===== src/rtl/instr_fetch_unit.sv =====
// Instruction fetch unit: one outstanding request to instruction memory,
// 2-entry {pc, instr} buffer toward the decoder, redirect flush.
module instr_fetch_unit #(
    parameter logic [31:0] RESET_PC = 32'h0000_0000
) (
    input  logic        clk,
    input  logic        reset,
    output logic        imem_req,
    output logic [31:0] imem_addr,
    input  logic        imem_rvalid,
    input  logic [31:0] imem_rdata,
    output logic        instr_valid,
    output logic [31:0] instr,
    output logic [31:0] instr_pc,
    input  logic        instr_ready,
    input  logic        redirect,
    input  logic [31:0] redirect_pc,
    output logic [1:0]  fsm_state,
    output logic [1:0]  fifo_count
);

    // Handshakes: the decoder takes the head entry on a rising edge where
    // instr_valid && instr_ready; memory requests stay up (address frozen)
    // until an edge where imem_req && imem_rvalid, which ends the request.

    typedef enum logic [1:0] {
        IDLE    = 2'd0,
        WAIT    = 2'd1,
        DISCARD = 2'd2
    } state_t;

    localparam logic [31:0] NOP = 32'h0000_0013;

    state_t      state;
    state_t      state_next;
    logic        armed;
    logic [31:0] fetch_pc;
    logic [31:0] addr_q;
    logic [1:0]  count;
    logic [31:0] pc_q  [2];
    logic [31:0] ins_q [2];

    logic issue;
    logic push;
    logic pop;
    logic unused_bits;

    assign unused_bits = ^redirect_pc[1:0];

    always_ff @(posedge clk or negedge reset) begin
        if (!reset) begin
            state <= IDLE;
        end else begin
            state <= state_next;
        end
    end

    always_comb begin
        state_next = state;
        issue      = 1'b0;
        push       = 1'b0;
        pop        = (count != 2'd0) && instr_ready && !redirect;
        case (state)
            IDLE: begin
                if (armed && !redirect && (count < 2'd2)) begin
                    state_next = WAIT;
                    issue      = 1'b1;
                end
            end
            WAIT: begin
                if (imem_rvalid) begin
                    state_next = IDLE;
                    push       = !redirect;
                end else if (redirect) begin
                    state_next = DISCARD;
                end
            end
            DISCARD: begin
                if (imem_rvalid) begin
                    state_next = IDLE;
                end
            end
            default: state_next = IDLE;
        endcase
    end

    // armed delays the first request by one cycle after reset release so
    // that fetching never starts on the edge that also sees reset leave.
    always_ff @(posedge clk or negedge reset) begin
        if (!reset) begin
            armed    <= 1'b0;
            fetch_pc <= RESET_PC;
            addr_q   <= RESET_PC;
        end else begin
            armed <= 1'b1;
            if (redirect) begin
                fetch_pc <= {redirect_pc[31:2], 2'b00};
            end else if (push) begin
                fetch_pc <= fetch_pc + 32'd4;
            end
            if (issue) begin
                addr_q <= fetch_pc;
            end
        end
    end

    // Shift FIFO: slot 0 is always the head; a push never sees count == 2
    // because a request only issues with room left and only one is in flight.
    always_ff @(posedge clk or negedge reset) begin
        if (!reset) begin
            count    <= 2'd0;
            pc_q[0]  <= 32'd0;
            pc_q[1]  <= 32'd0;
            ins_q[0] <= NOP;
            ins_q[1] <= NOP;
        end else if (redirect) begin
            count <= 2'd0;
        end else begin
            case ({push, pop})
                2'b10: begin
                    pc_q[count[0]]  <= fetch_pc;
                    ins_q[count[0]] <= imem_rdata;
                    count           <= count + 2'd1;
                end
                2'b01: begin
                    pc_q[0]  <= pc_q[1];
                    ins_q[0] <= ins_q[1];
                    count    <= count - 2'd1;
                end
                2'b11: begin
                    if (count == 2'd1) begin
                        pc_q[0]  <= fetch_pc;
                        ins_q[0] <= imem_rdata;
                    end else begin
                        pc_q[0]  <= pc_q[1];
                        ins_q[0] <= ins_q[1];
                        pc_q[1]  <= fetch_pc;
                        ins_q[1] <= imem_rdata;
                    end
                end
                default: ;
            endcase
        end
    end

    assign imem_req    = (state != IDLE);
    assign imem_addr   = addr_q;
    assign instr_valid = (count != 2'd0);
    assign instr       = instr_valid ? ins_q[0] : NOP;
    assign instr_pc    = instr_valid ? pc_q[0] : 32'd0;
    assign fsm_state   = state;
    assign fifo_count  = count;

endmodule


===== config.mk =====
export PLATFORM = sky130hd
export DESIGN_NAME = instr_fetch_unit
export DESIGN_NICKNAME = d
export VERILOG_FILES = /design/src/rtl/instr_fetch_unit.sv
export SDC_FILE = /design/constraint.sdc
export NUM_CORES = 1
export LEC_CHECK = 0
export ABC_CLOCK_PERIOD_IN_PS = 5800
export BUFFER_PORTS_ARGS = -buffer_cell sky130_fd_sc_hd__clkbuf_2
export CORE_UTILIZATION = 45
export CTS_CLUSTER_DIAMETER = 200
export CTS_CLUSTER_SIZE = 28
export DETAILED_ROUTE_END_ITERATION = 10
export GPL_TIMING_DRIVEN = 0
export MAX_ROUTING_LAYER = met4
export PLACE_DENSITY = 0.67
export SKIP_CTS_REPAIR_TIMING = 1
export SKIP_LAST_GASP = 1
export SLEW_MARGIN = 5
export SYNTH_ARGS = -nofsm -noshare
export SYNTH_HDL_FRONTEND = slang
export SYNTH_SLANG_ARGS = --single-unit

===== constraint.sdc =====
create_clock -name clk -period 5.8 [get_ports clk]
set_input_delay 0.58 -clock clk [delete_from_list [all_inputs] [get_ports clk]]
set_output_delay 0.58 -clock clk [all_outputs]
set_load 0.05 [all_outputs]

== Yosys cells after proc, flatten, opt, wreduce, memory -nomap -nowiden ==
Cells that the tools add are included.

* Word-level logic and storage cells: 70
* Register bits after elaboration: 197
* Output and inout port bits: 102

* Reduce and logical (&&, ||, !) cells: 16
* Muxes and demuxes: 27
* Order comparisons: 3
* Bitwise logic cells: 2
* Add/subtract/negate cells: 3
* Eq/ne operators: 10

{| class="wikitable"
|+ Operators with widths
! operator !! count
|-
| 2-to-1 mux 32 bit || 9
|-
| case mux 32 bit (3 select lines) || 2
|-
| bitwise mux 64 bit || 2
|-
| case mux 32 bit (2 select lines) || 2
|-
| adder 32 x 3 -> 32 bit, second input constant || 1
|-
| demux 32 bit (select 1 bit) || 1
|-
| 2-to-1 mux 2 bit || 5
|-
| nonzero test 2 bit || 4
|-
| equality test 2 x 1 -> 1 bit, second input constant || 3
|-
| equality test 2 bit, second input constant || 3
|-
| inequality test 2 bit, second input constant || 3
|-
| case mux 2 bit (3 select lines) || 1
|-
| AND reduction 3 bit || 2
|-
| nonzero test 3 bit || 2
|-
| logical AND 1 bit || 5
|-
| 2-to-1 mux 1 bit || 4
|-
| case mux 2 bit (2 select lines) || 1
|-
| inequality test 3 bit, second input constant || 1
|-
| adder 2 x 1 -> 2 bit, second input constant || 1
|-
| greater-or-equal comparator 2 bit, second input constant || 1
|-
| logical NOT 2 bit || 1
|-
| < comparator 2 x 1 -> 1 bit, second input constant || 1
|-
| < comparator 2 bit, second input constant || 1
|-
| inverter 1 -> 2 bit || 1
|-
| 4 further kinds || 4
|}

== Depth between registers and ports, before layout ==
Gate-level depths: netlist of the first run.

* Depth after elaboration: 7
* Gate-level depth with buffers: 8
* Depth with buffers taken out: 6

== Worst setup path after synthesis of the first run ==
OpenSTA, ideal clock, no wires.

* Path type: register to output
* Start: reg count[0], in the netlist fifo_count[0]
* End: out instr_pc[1]
* Cell stages (with the launch flop): 7
* Buffers on the path: 3
* Slack: 2.628 ns
* Arrival: 2.592 ns
* Cell sequence: dfrtp_1 inv_1 ha_1 clkbuf_1 clkbuf_1 nor2b_1 buf_4

* Longest elaborated chain between the ends: 2

{| class="wikitable"
|+ Ends and longest elaborated chain
! what !! line !! RTL
|-
| start: declaration || 39 || <nowiki>logic [1:0] count;</nowiki>
|-
| start signal: assignment || 123 || <nowiki>count <= count + 2'd1;</nowiki>
|-
| start signal: assignment || 128 || <nowiki>count <= count - 2'd1;</nowiki>
|-
| nonzero test 2 bit || 148 || <nowiki>assign instr_valid = (count != 2'd0);</nowiki>
|-
| 2-to-1 mux 32 bit || 150 || <nowiki>assign instr_pc = instr_valid ? pc_q[0] : 32'd0;</nowiki>
|-
| end: declaration || 14 || <nowiki>output logic [31:0] instr_pc,</nowiki>
|}

No other way between the ends.

== Worst setup path in the final report of the first run ==
* Start: reg count[0], in the netlist fifo_count[0]
* End: out instr_pc[11]

The elaborated chain is that of the path after synthesis.

==> results of run 1 <==
==> report_power, final <==
part           leakage (nW)  internal, W  switching, W
Combinational          2.31     0.000710       0.00173
Sequential             2.32      0.00184      0.000257
Clock                 0.280     0.000638      0.000535
Total                  4.91      0.00319       0.00252
==> state kept, by name, summed over array words and instances (netlist names) <==
| signal | flops |
|---|---|
| fsm_state | 2 |
| imem_addr | 30 |
| ins_q | 64 |
| armed | 1 |
| fetch_pc | 30 |
| pc_q | 61 |
| fifo_count | 2 |
==> critical path, delay by kind of cell, from the launching register on <==
kind	cells	cell delay [ns]
AND/OR/NAND/NOR	1	0.19
flip-flops	1	0.46
adder cells (fa/ha/maj)	1	0.24
buffers and inverters	4	1.42
==> cell type report <==
cell class | instances | area (µm²) | area share
flip-flops and latches | 190 | 4760 | 0.452
multi-input cells | 507 | 3590 | 0.341
repair buffers | 167 | 867 | 0.0823
clock buffers | 20 | 467 | 0.0443
well taps | 260 | 325 | 0.0309
plain buffers | 61 | 272 | 0.0258
inverters | 35 | 131 | 0.0125
clock inverters | 12 | 126 | 0.0120
==> per-stage QoR <==
stage          area, µm²  hold WS (ns)  utilization  setup slack, ns  power, W
5_1_grt            10500         0.276        0.558             2.29   0.00603
6_report           10500         0.219        0.558             2.49   0.00571
3_5_place_dp        9950         0.440        0.526             2.73   0.00458
2_1_floorplan       8750         0.284            -             2.63   0.00394
3_3_place_gp        9910         0.437        0.525            0.458   0.00453
4_1_cts            10500         0.240        0.558             2.44   0.00575
==> per-layer routing <==
layer / vias up / global-route usage / part of all wire
li1: 3193 / - / -
met1: 3345 / 0.325 / 0.46
met2: 221 / 0.353 / 0.46
met3: 34 / 0.0415 / 0.056
met4: 0 / 0.0809 / 0.019
met5: - / - / 0
==> logic make-up after synthesis <==
logic type               count (synthesis)
AO/OA/AOI/OAI                          159
XOR/XNOR                                13
adder cells (fa/ha/maj)                  3
buffers and inverters                   96
flip-flops                             190
multiplexers                           107
other                                    2
AND/OR/NAND/NOR                        222
==> cell usage in the layout (no fill, tap or decap), types with 8 or more instances in the layout <==
cell type,n
xnor2_1,8
o21ai_0,28
a22oi_1,34
o31ai_1,11
dfrtp_1,184
a31oi_1,12
mux2_2,93
clkbuf_1,37
nand2_1,67
nor2b_1,33
buf_2,11
nand3_1,10
a221oi_1,29
nand4_1,8
clkbuf_16,17
mux2i_1,14
or4_1,14
clkbuf_2,166
nor2_1,46
inv_1,34
a21oi_1,31
==> worst max-delay path by stage <==
stage / start / to / slack (ns) / cells after the start
2_1_floorplan: fifo_count[0] / instr_pc[1] / 2.63 / 6
3_3_place_gp: reset / pc_q[15] / 0.46 / 1
3_5_place_dp: fifo_count[0] / ins_q[55] / 2.73 / 8
4_1_cts: fifo_count[0] / instr_pc[1] / 2.44 / 7
5_1_grt: fifo_count[0] / instr_pc[1] / 2.29 / 7
6_report: fifo_count[0] / instr_pc[11] / 2.49 / 6
==> impl_metrics.py, run 1 <==
metrics = {
    "sta": {
        "skew_ns": 0.0105,
        "tns_ns": 0,
        "finalSetupViolations": 0,
        "finalHoldViolations": 0,
        "min_period_ns": 3.31,
        "rsz0062_at_grt": "false",
        "slew-limit-headroom": 0.128,
        "max_freq_mhz": 302,
        "worstMarginPinSlew_ns": 1.28,
        "maxSlewViolCount": 0,
        "fin_crit_sh": 0.571,
    },
    "yosys": {
        "synth_common_cells": "184 x dfrtp_1, 93 x mux2_2, 67 x nand2_1",
        "postSynthCellCount": 792,
        "synth_top_family_by_area": "multiplexers",
        "synth.cell_area_um2": 8750,
        "yosys.area_share.simple": 0.133,
        "yosys-top-cells-area": "dfrtp_1 53%, mux2_2 12%, a22oi_1 2.9%, a221oi_1 2.9%, nand2_1 2.9%",
        "synthAdderAreaFrac": 0.00429,
        "synthXorXnorAreaFrac": 0.0130,
        "synth-main-ff-cell": "dfrtp_1",
        "synth_top_cell_by_area": "dfrtp_1",
        "synth_compound_area_frac": 0.123,
        "yosys.area.top_type_share": 0.526,
        "postSynth.asyncResetShare": 1.00,
        "ys.warnings.count": 0,
        "yosysSeqAreaShare": 0.544,
        "avgSynthCellArea_um2": 11.0,
        "ys_types": 55,
        "synth_most_common_cell": "dfrtp_1",
        "ys_ff_latch": 190,
        "muxShareOfSynthArea": 0.136,
        "synth_edf_count": 0,
    },
    "power_and_ir_drop": {
        "p_per_area_nw_per_um2": 542,
        "peakVddDrop_uv": 336,
        "leakagePower_nw": 4.91,
    },
    "setup_path": {
        "cp_cell_sequence": "inv_1 > ha_1 > clkbuf_1 > buf_1 > nor2_1 > clkbuf_2",
        "arrival_ns": 2.73,
        "slowest_stage": "buf_1",
        "crit_type": "reg2out",
        "startpoint_type": "flip-flop",
        "r2r-start": "fifo_count[0]",
        "r2r_cells": 8,
        "required_ns": 5.22,
        "path_max_fanout": 10,
        "ff2ff_setup_slack_ns": 2.72,
        "reg2reg_to": "ins_q[55]",
        "slowest_delay_ns": 0.52,
        "endpoint_kind": "output port",
    },
    "drt": {
        "first_iter_violations": 477,
        "drc_errors": 0,
        "final_antenna_net_count": 0,
        "routedWlPerCell_um": 17.5,
        "viasPerCell": 5.43,
        "drt-total-wl_mm": 21.9,
        "vias": 6793,
        "dr.pass1.iters": 5,
    },
    "hold_path": {
        "hold_path_class": "in2async",
    },
    "place": {
        "hpwl_mm": 15.6,
        "place_inst": 1220,
        "gp_congestion": 0.828,
        "port_buffers": 166,
    },
    "floorplan": {
        "rows": 50,
        "die_h_um": 141,
        "fp.dieW_um": 141,
        "initial_core_util": 0.463,
        "die_area_um2": 20000,
        "core_um2": 18900,
        "io_pins": 171,
    },
    "grt": {
        "grtUsageTotal": 0.236,
        "grt_pass1_vias": 6519,
        "antenna_found_initial": 0,
        "grt-ovfl-total": 0,
        "grt_max_degree": 101,
        "grt_pass1_wl_mm": 35.0,
    },
    "clocking": {
        "clkTransAtPathRegs_ns": 0.07,
        "insertion_delay_ns": 0.44,
        "numCtsBuffers": 17,
        "htreeDepth": 4,
        "cts_tree": "done",
        "clock_sinks": 190,
        "cts_root_buffer": "clkbuf_16",
        "cts_max_path_buffers": 2,
    },
    "final_layout": {
        "areaGrowthSynthToFinish_pct": 20.4,
        "finalNonFillerCells": 1252,
        "drive_above_1_share": 0.327,
        "antenna_cells": 0,
        "fillCellCount": 1723,
        "nNetsFinal": 1051,
    },
    "flow_run": {
        "cap_violations": 0,
    },
    "outcome": {
        "status": "completed",
    },
}
(Power assumes the default switching activity.)
==> inputs of run 2 (changes only) <==
--- a/config.mk
+++ b/config.mk
@@ -5,7 +5,8 @@
 export SDC_FILE = /design/constraint.sdc
 export NUM_CORES = 1
 export LEC_CHECK = 0
-export ABC_CLOCK_PERIOD_IN_PS = 5800
+export ABC_AREA = 1
+export ABC_CLOCK_PERIOD_IN_PS = 2810
 export BUFFER_PORTS_ARGS = -buffer_cell sky130_fd_sc_hd__clkbuf_2
 export CORE_UTILIZATION = 45
 export CTS_CLUSTER_DIAMETER = 200
@@ -13,7 +14,7 @@
 export DETAILED_ROUTE_END_ITERATION = 10
 export GPL_TIMING_DRIVEN = 0
 export MAX_ROUTING_LAYER = met4
-export PLACE_DENSITY = 0.67
+export PLACE_DENSITY = 0.68
 export SKIP_CTS_REPAIR_TIMING = 1
 export SKIP_LAST_GASP = 1
 export SLEW_MARGIN = 5
==> constraint.sdc (replaced) <==
create_clock -name clk -period 2.81 [get_ports clk]
set_input_delay 0.281 -clock clk [delete_from_list [all_inputs] [get_ports clk]]
set_output_delay 0.281 -clock clk [all_outputs]
set_load 0.05 [all_outputs]
==> run 2 against run 1 <==
  * Synthesized area is 21% higher
  * Clock-buffer cell count fell by 3
  * Combinational power rose to 2.6 times the previous value
  * Register-to-register slack lost 2.6 ns
  * Via count rose by 55%
  * Largest cell class unchanged
  * Worst hold slack got worse by 0.17 ns
  * Synthesized cell count grew 96%
  * Clock skew rose by 0.0046 ns
==> impl_metrics.py, run 2 <==
metrics = {
    "setup_path": {
        "crit_type": "reg2out",
        "path_max_fanout": 10,
        "startpoint_type": "flip-flop",
        "endpoint_kind": "output port",
        "arrival_ns": 2.44,
        "required_ns": 2.53,
    },
    "grt": {
        "grtUsageTotal": 0.269,
        "grt_pass1_vias": 9903,
        "antenna_found_initial": 0,
        "grt-ovfl-total": 0,
        "grt_max_degree": 99,
        "grt_pass1_wl_mm": 49.7,
    },
    "power_and_ir_drop": {
        "leakagePower_nw": 6.32,
        "finalPower_w": 0.0133,
        "p_per_area_nw_per_um2": 1070,
        "peakVddDrop_uv": 720,
    },
    "floorplan": {
        "die_area_um2": 24100,
        "fp.dieW_um": 155,
        "core_um2": 22800,
        "io_pins": 171,
        "initial_core_util": 0.462,
        "rows": 55,
        "die_h_um": 155,
    },
    "drt": {
        "dr.pass1.iters": 5,
        "vias": 10500,
        "first_iter_violations": 841,
        "routedWlPerCell_um": 14.8,
        "viasPerCell": 5.09,
        "final_antenna_net_count": 0,
        "drt-total-wl_mm": 30.5,
        "drc_errors": 0,
    },
    "yosys": {
        "synth_most_common_cell": "nand2_1",
        "synth-main-ff-cell": "dfrtp_1",
        "ys.warnings.count": 0,
        "postSynthCellCount": 1550,
        "synth_top_cell_by_area": "dfrtp_1",
        "ys_ff_latch": 190,
        "yosys.area.top_type_share": 0.436,
        "avgSynthCellArea_um2": 6.81,
        "yosys-top-cells-area": "dfrtp_1 44%, nand2_1 19%, nand3_1 8.9%, o21ai_0 8.0%, inv_1 7.1%",
        "yosysSeqAreaShare": 0.451,
        "synth.cell_area_um2": 10600,
        "synth_common_cells": "526 x nand2_1, 200 x inv_1, 187 x nand3_1",
        "postSynth.asyncResetShare": 1.00,
        "ys_types": 32,
        "synth_edf_count": 0,
    },
    "sta": {
        "slew-limit-headroom": 0.480,
        "finalSetupViolations": 0,
        "worstMarginPinSlew_ns": 0.780,
        "fin_crit_sh": 0.969,
        "skew_ns": 0.0151,
        "maxSlewViolCount": 0,
        "max_freq_mhz": 367,
        "min_period_ns": 2.72,
        "finalHoldViolations": 0,
        "rsz0062_at_grt": "false",
    },
    "final_layout": {
        "areaGrowthSynthToFinish_pct": 18.1,
        "final_common_cell": "nand2_1",
        "layout_common_cells": "526 x nand2_1, 200 x inv_1, 187 x nand3_1, 183 x dfrtp_1, 168 x o21ai_0",
        "antenna_cells": 0,
        "multi_input_area_um2": 4610,
        "nNetsFinal": 1812,
        "largest_reg_flops": 64,
        "reg_top3": "ins_q: 64 flops, pc_q: 61 flops",
        "fillCellCount": 2258,
        "design_area_um2": 12500,
        "regArea_um2": 4760,
        "top_register": "ins_q",
        "fin_util": 0.546,
        "drive_above_1_share": 0.151,
    },
    "outcome": {
        "status": "completed",
    },
    "place": {
        "dpl-instance-area_um2": 11800,
        "port_buffers": 166,
        "gp_congestion": 0.890,
        "hpwl_mm": 21.9,
    },
    "clocking": {
        "htreeDepth": 4,
        "insertion_delay_ns": 0.45,
        "numCtsBuffers": 17,
        "cts_max_path_buffers": 2,
        "clkTransAtPathRegs_ns": 0.08,
        "cts_root_buffer": "clkbuf_16",
        "clock_sinks": 190,
        "cts_tree": "done",
    },
    "hold_path": {
        "hold_path_class": "in2reg",
    },
    "flow_run": {
        "cap_violations": 0,
    },
}
==> run 2: cell types whose count changed after synthesis, sizes merged, moves of 14 or more <==
cell,change
nand3,+179
buf,+17
nor2b,-33
nand2,+460
a221oi,-29
or4,-14
inv,+171
a22oi,-34
o21ai,+174
mux2i,-14
a21oi,-27
clkbuf,+24
nor2,+60
mux2,-93
==> run 2: stage by stage <==
step / setup TNS [ns] / setup WS (ns) / instances / hold WS [ns]
final: 0 / 0.0858 / 2066 / 0.0470
after global routing: 0 / 0.0127 / 2066 / 0.0511
after CTS: -38.35 / -0.433 / 2063 / -0.0590
after detailed placement: -18.87 / -0.293 / 2031 / 0.425
after global placement: -449.88 / -2.75 / 2030 / 0.454
after floorplan: 0 / 0.181 / 1551 / -0.0146
==> run 2: kinds of logic after synthesis <==
logic type                 count (synthesis)  share of synthesized area
AOI/OAI and AO/OA                        217                      0.105
xor gates and xnor gates                   3                    0.00249
adders and majority gates                  3                    0.00355
buffers and inverters                    305                      0.114
DFF                                      190                      0.451
other                                      2                   0.000711
and+or+nand+nor                          830                      0.323
==> run 2: per-layer routing <==
metal | vias to the layer above | part of all wire | global-route usage
li1 | 5193 | - | -
met1 | 4895 | 0.46 | 0.364
met2 | 374 | 0.46 | 0.419
met3 | 53 | 0.056 | 0.0318
met4 | 0 | 0.024 | 0.0990
met5 | - | 0 | -
==> run 2: layout make-up <==
class	count	share of cell area
Clock buffer	17	0.0341
Tap cell	313	0.0314
Buffer	99	0.0360
Timing Repair Buffer	170	0.0741
Multi-Input combinational cell	1056	0.370
Inverter	206	0.0623
Clock inverter	15	0.0105
Sequential cell	190	0.382
==> run 2: final timing paths <==
| path | cells past startpoint | slack [ns] | end | start |
|---|---|---|---|---|
| setup / recovery | 7 | 0.09 | instr_pc[13] | fifo_count[0] |
| max in group asynchronous | 3 | 1.32 | fetch_pc[10] | reset |
| min in group asynchronous | 2 | 0.49 | ins_q[59] | reset |
| hold / removal | 2 | 0.05 | fsm_state[1] | imem_rvalid |
| hold reg to reg | 2 | 0.47 | ins_q[33] | ins_q[33] |
| setup reg to reg | 14 | 0.10 | ins_q[17] | fifo_count[0] |
==> run 2: power by group <==
part / internal [W] / total, W / switching (W)
registers: 0.00393 / 0.00456 / 0.000634
logic: 0.00163 / 0.00639 / 0.00476
clock network: 0.00116 / 0.00234 / 0.00118
total: 0.00672 / 0.0133 / 0.00657
==> run 2: worst max-delay path, cell delays in order, from the launching register on <==
cell and delay, ns:
dfrtp_2 0.43, clkinvlp_4 0.20, clkbuf_4 0.25, ha_1 0.21
buf_4 0.19, buf_2 0.22, nor2_1 0.22, clkbuf_4 0.28
==> inputs of run 3 (changes only) <==
--- a/config.mk
+++ b/config.mk
@@ -15,6 +15,7 @@
 export GPL_TIMING_DRIVEN = 0
 export MAX_ROUTING_LAYER = met4
 export PLACE_DENSITY = 0.68
+export SETUP_SLACK_MARGIN = 0.2
 export SKIP_CTS_REPAIR_TIMING = 1
 export SKIP_LAST_GASP = 1
 export SLEW_MARGIN = 5
==> run 3 against run 2 <==
  * Register-to-register slack improved by 0.17 ns
  * Power rose by 0.78%
  * Highest routed layer unchanged
  * Sequential power is essentially flat
  * First-iteration DRC count unchanged
  * Fmax up 5.6%
  * Utilization rose by 0.50 points
  * Global-route usage unchanged
  * Design area rose by 0.91%
  * Sequential cell count unchanged
  * Worst hold slack gained 0.0011 ns
  * Setup slack improved by 0.14 ns
  * Largest power group unchanged
==> impl_metrics.py, run 3 (same netlist as run 2, synthesis figures left out) <==
metrics = {
    "drt": {
        "first_iter_violations": 841,
        "dr.pass1.iters": 5,
        "drc_errors": 0,
        "vias": 10500,
        "drt-total-wl_mm": 30.5,
        "routedWlPerCell_um": 14.8,
        "viasPerCell": 5.08,
        "final_antenna_net_count": 0,
    },
    "clocking": {
        "clkTransAtPathRegs_ns": 0.08,
        "insertion_delay_ns": 0.45,
        "cts_tree": "done",
        "clock_sinks": 190,
        "htreeDepth": 4,
        "cts_max_path_buffers": 2,
        "numCtsBuffers": 17,
        "cts_root_buffer": "clkbuf_16",
    },
    "floorplan": {
        "io_pins": 171,
        "die_h_um": 155,
        "rows": 55,
        "die_area_um2": 24100,
        "fp.dieW_um": 155,
        "initial_core_util": 0.462,
        "core_um2": 22800,
    },
    "grt": {
        "grt_max_degree": 99,
        "grt_pass1_vias": 9903,
        "grtUsageTotal": 0.269,
        "antenna_found_initial": 0,
        "grt-ovfl-total": 0,
        "grt_pass1_wl_mm": 49.7,
    },
    "final_layout": {
        "final_common_cell": "nand2_1",
        "fin_util": 0.551,
        "top_register": "ins_q",
        "nNetsFinal": 1814,
        "layout_common_cells": "526 x nand2_1, 200 x inv_1, 187 x nand3_1, 183 x dfrtp_1, 168 x o21ai_0",
        "antenna_cells": 0,
        "drive_above_1_share": 0.164,
        "reg_top3": "ins_q: 64 flops, pc_q: 61 flops",
        "areaGrowthSynthToFinish_pct": 19.2,
        "largest_reg_flops": 64,
    },
    "sta": {
        "maxSlewViolCount": 0,
        "min_period_ns": 2.58,
        "slew-limit-headroom": 0.484,
        "max_freq_mhz": 387,
        "finalHoldViolations": 0,
        "tns_ns": 0,
        "rsz0062_at_grt": "true",
        "fin_crit_sh": 0.918,
        "finalSetupViolations": 0,
        "skew_ns": 0.0129,
        "worstMarginPinSlew_ns": 0.775,
    },
    "power_and_ir_drop": {
        "clockPowerShare": 0.174,
        "leakagePower_nw": 6.40,
        "p_sw_frac": 0.492,
        "power_frac_seq": 0.340,
        "power.internal_w": 0.00680,
        "finalPower_w": 0.0134,
        "combPwrFrac": 0.485,
        "peakVddDrop_uv": 720,
        "switchingPower_w": 0.00659,
        "p_per_area_nw_per_um2": 1060,
    },
    "place": {
        "gp_congestion": 0.890,
        "hpwl_mm": 21.9,
        "port_buffers": 166,
    },
    "setup_path": {
        "path_max_fanout": 10,
        "arrival_ns": 2.30,
        "slowest_stage": "dfrtp_2",
        "cp_cell_sequence": "clkinvlp_4 > clkbuf_4 > ha_1 > buf_4 > buf_2 > nor2_2 > clkbuf_4",
        "slowest_delay_ns": 0.42,
        "crit_path_frequent_cell": "clkbuf_4",
        "endpoint_kind": "output port",
        "startpoint_type": "flip-flop",
        "crit_type": "reg2out",
        "required_ns": 2.53,
    },
    "hold_path": {
        "hold_path_class": "in2reg",
    },
    "outcome": {
        "status": "completed",
    },
    "flow_run": {
        "cap_violations": 0,
    },
}
-- run 3: worst max-delay path, delay by kind of cell, from the launching register on --
kind | cells | cell delay (ns)
fa+ha+maj | 1 | 0.21
buf+inv | 5 | 1.02
flops | 1 | 0.42
simple gates | 1 | 0.19
-- run 3: worst paths after layout --
path / slack (ns) / to / start / cells past startpoint
worst max-delay path: 0.23 / instr_pc[14] / fifo_count[0] / 7
worst min-delay path: 0.05 / fsm_state[1] / imem_rvalid / 2
worst max register to register: 0.27 / ins_q[17] / fifo_count[0] / 13
worst min register to register: 0.47 / ins_q[33] / ins_q[33] / 2
max in group asynchronous: 1.33 / fetch_pc[9] / reset / 3
min in group asynchronous: 0.49 / ins_q[59] / reset / 2
-- run 3: per-stage QoR --
| stage | instance area (µm²) | worst slack, ns | std cells | hold slack [ns] |
|---|---|---|---|---|
| 2_1_floorplan | 10600 | 0.181 | 1551 | -0.0146 |
| 3_3_place_gp | 11800 | -2.75 | 2030 | 0.454 |
| 3_5_place_dp | 11800 | -0.293 | 2031 | 0.425 |
| 4_1_cts | 12400 | -0.433 | 2063 | -0.0590 |
| 5_1_grt | 12600 | 0.147 | 2068 | 0.0511 |
| 6_report | 12600 | 0.229 | 2068 | 0.0481 |
-- run 3: final cells by class --
class                   instances  area [µm²]
well taps                     313         392
clock inverters                15         131
plain buffers                  99         484
multi-input cells            1056        4620
fillers                      2255       10300
repair buffers                172         986
flip-flops and latches        190        4760
inverters                     206         779
clock buffers                  17         425
-- run 3: power groups by stage --
stage / clock [W] / combinational (W) / sequential [W]
2_1_floorplan: 0 / 0.00406 / 0.00524
3_3_place_gp: 0 / 0.00623 / 0.00456
3_5_place_dp: 0 / 0.00633 / 0.00459
4_1_cts: 0.00237 / 0.00636 / 0.00455
5_1_grt: 0.00250 / 0.00711 / 0.00471
6_report: 0.00233 / 0.00650 / 0.00456
-- run 3: layer usage --
| layer | routed length [µm] | GRT usage | vias to the layer above |
|---|---|---|---|
| li1 | - | - | 5201 |
| met1 | 14100 | 0.364 | 4868 |
| met2 | 14000 | 0.419 | 390 |
| met3 | 1780 | 0.0318 | 44 |
| met4 | 615 | 0.0990 | 0 |
| met5 | 0 | - | - |
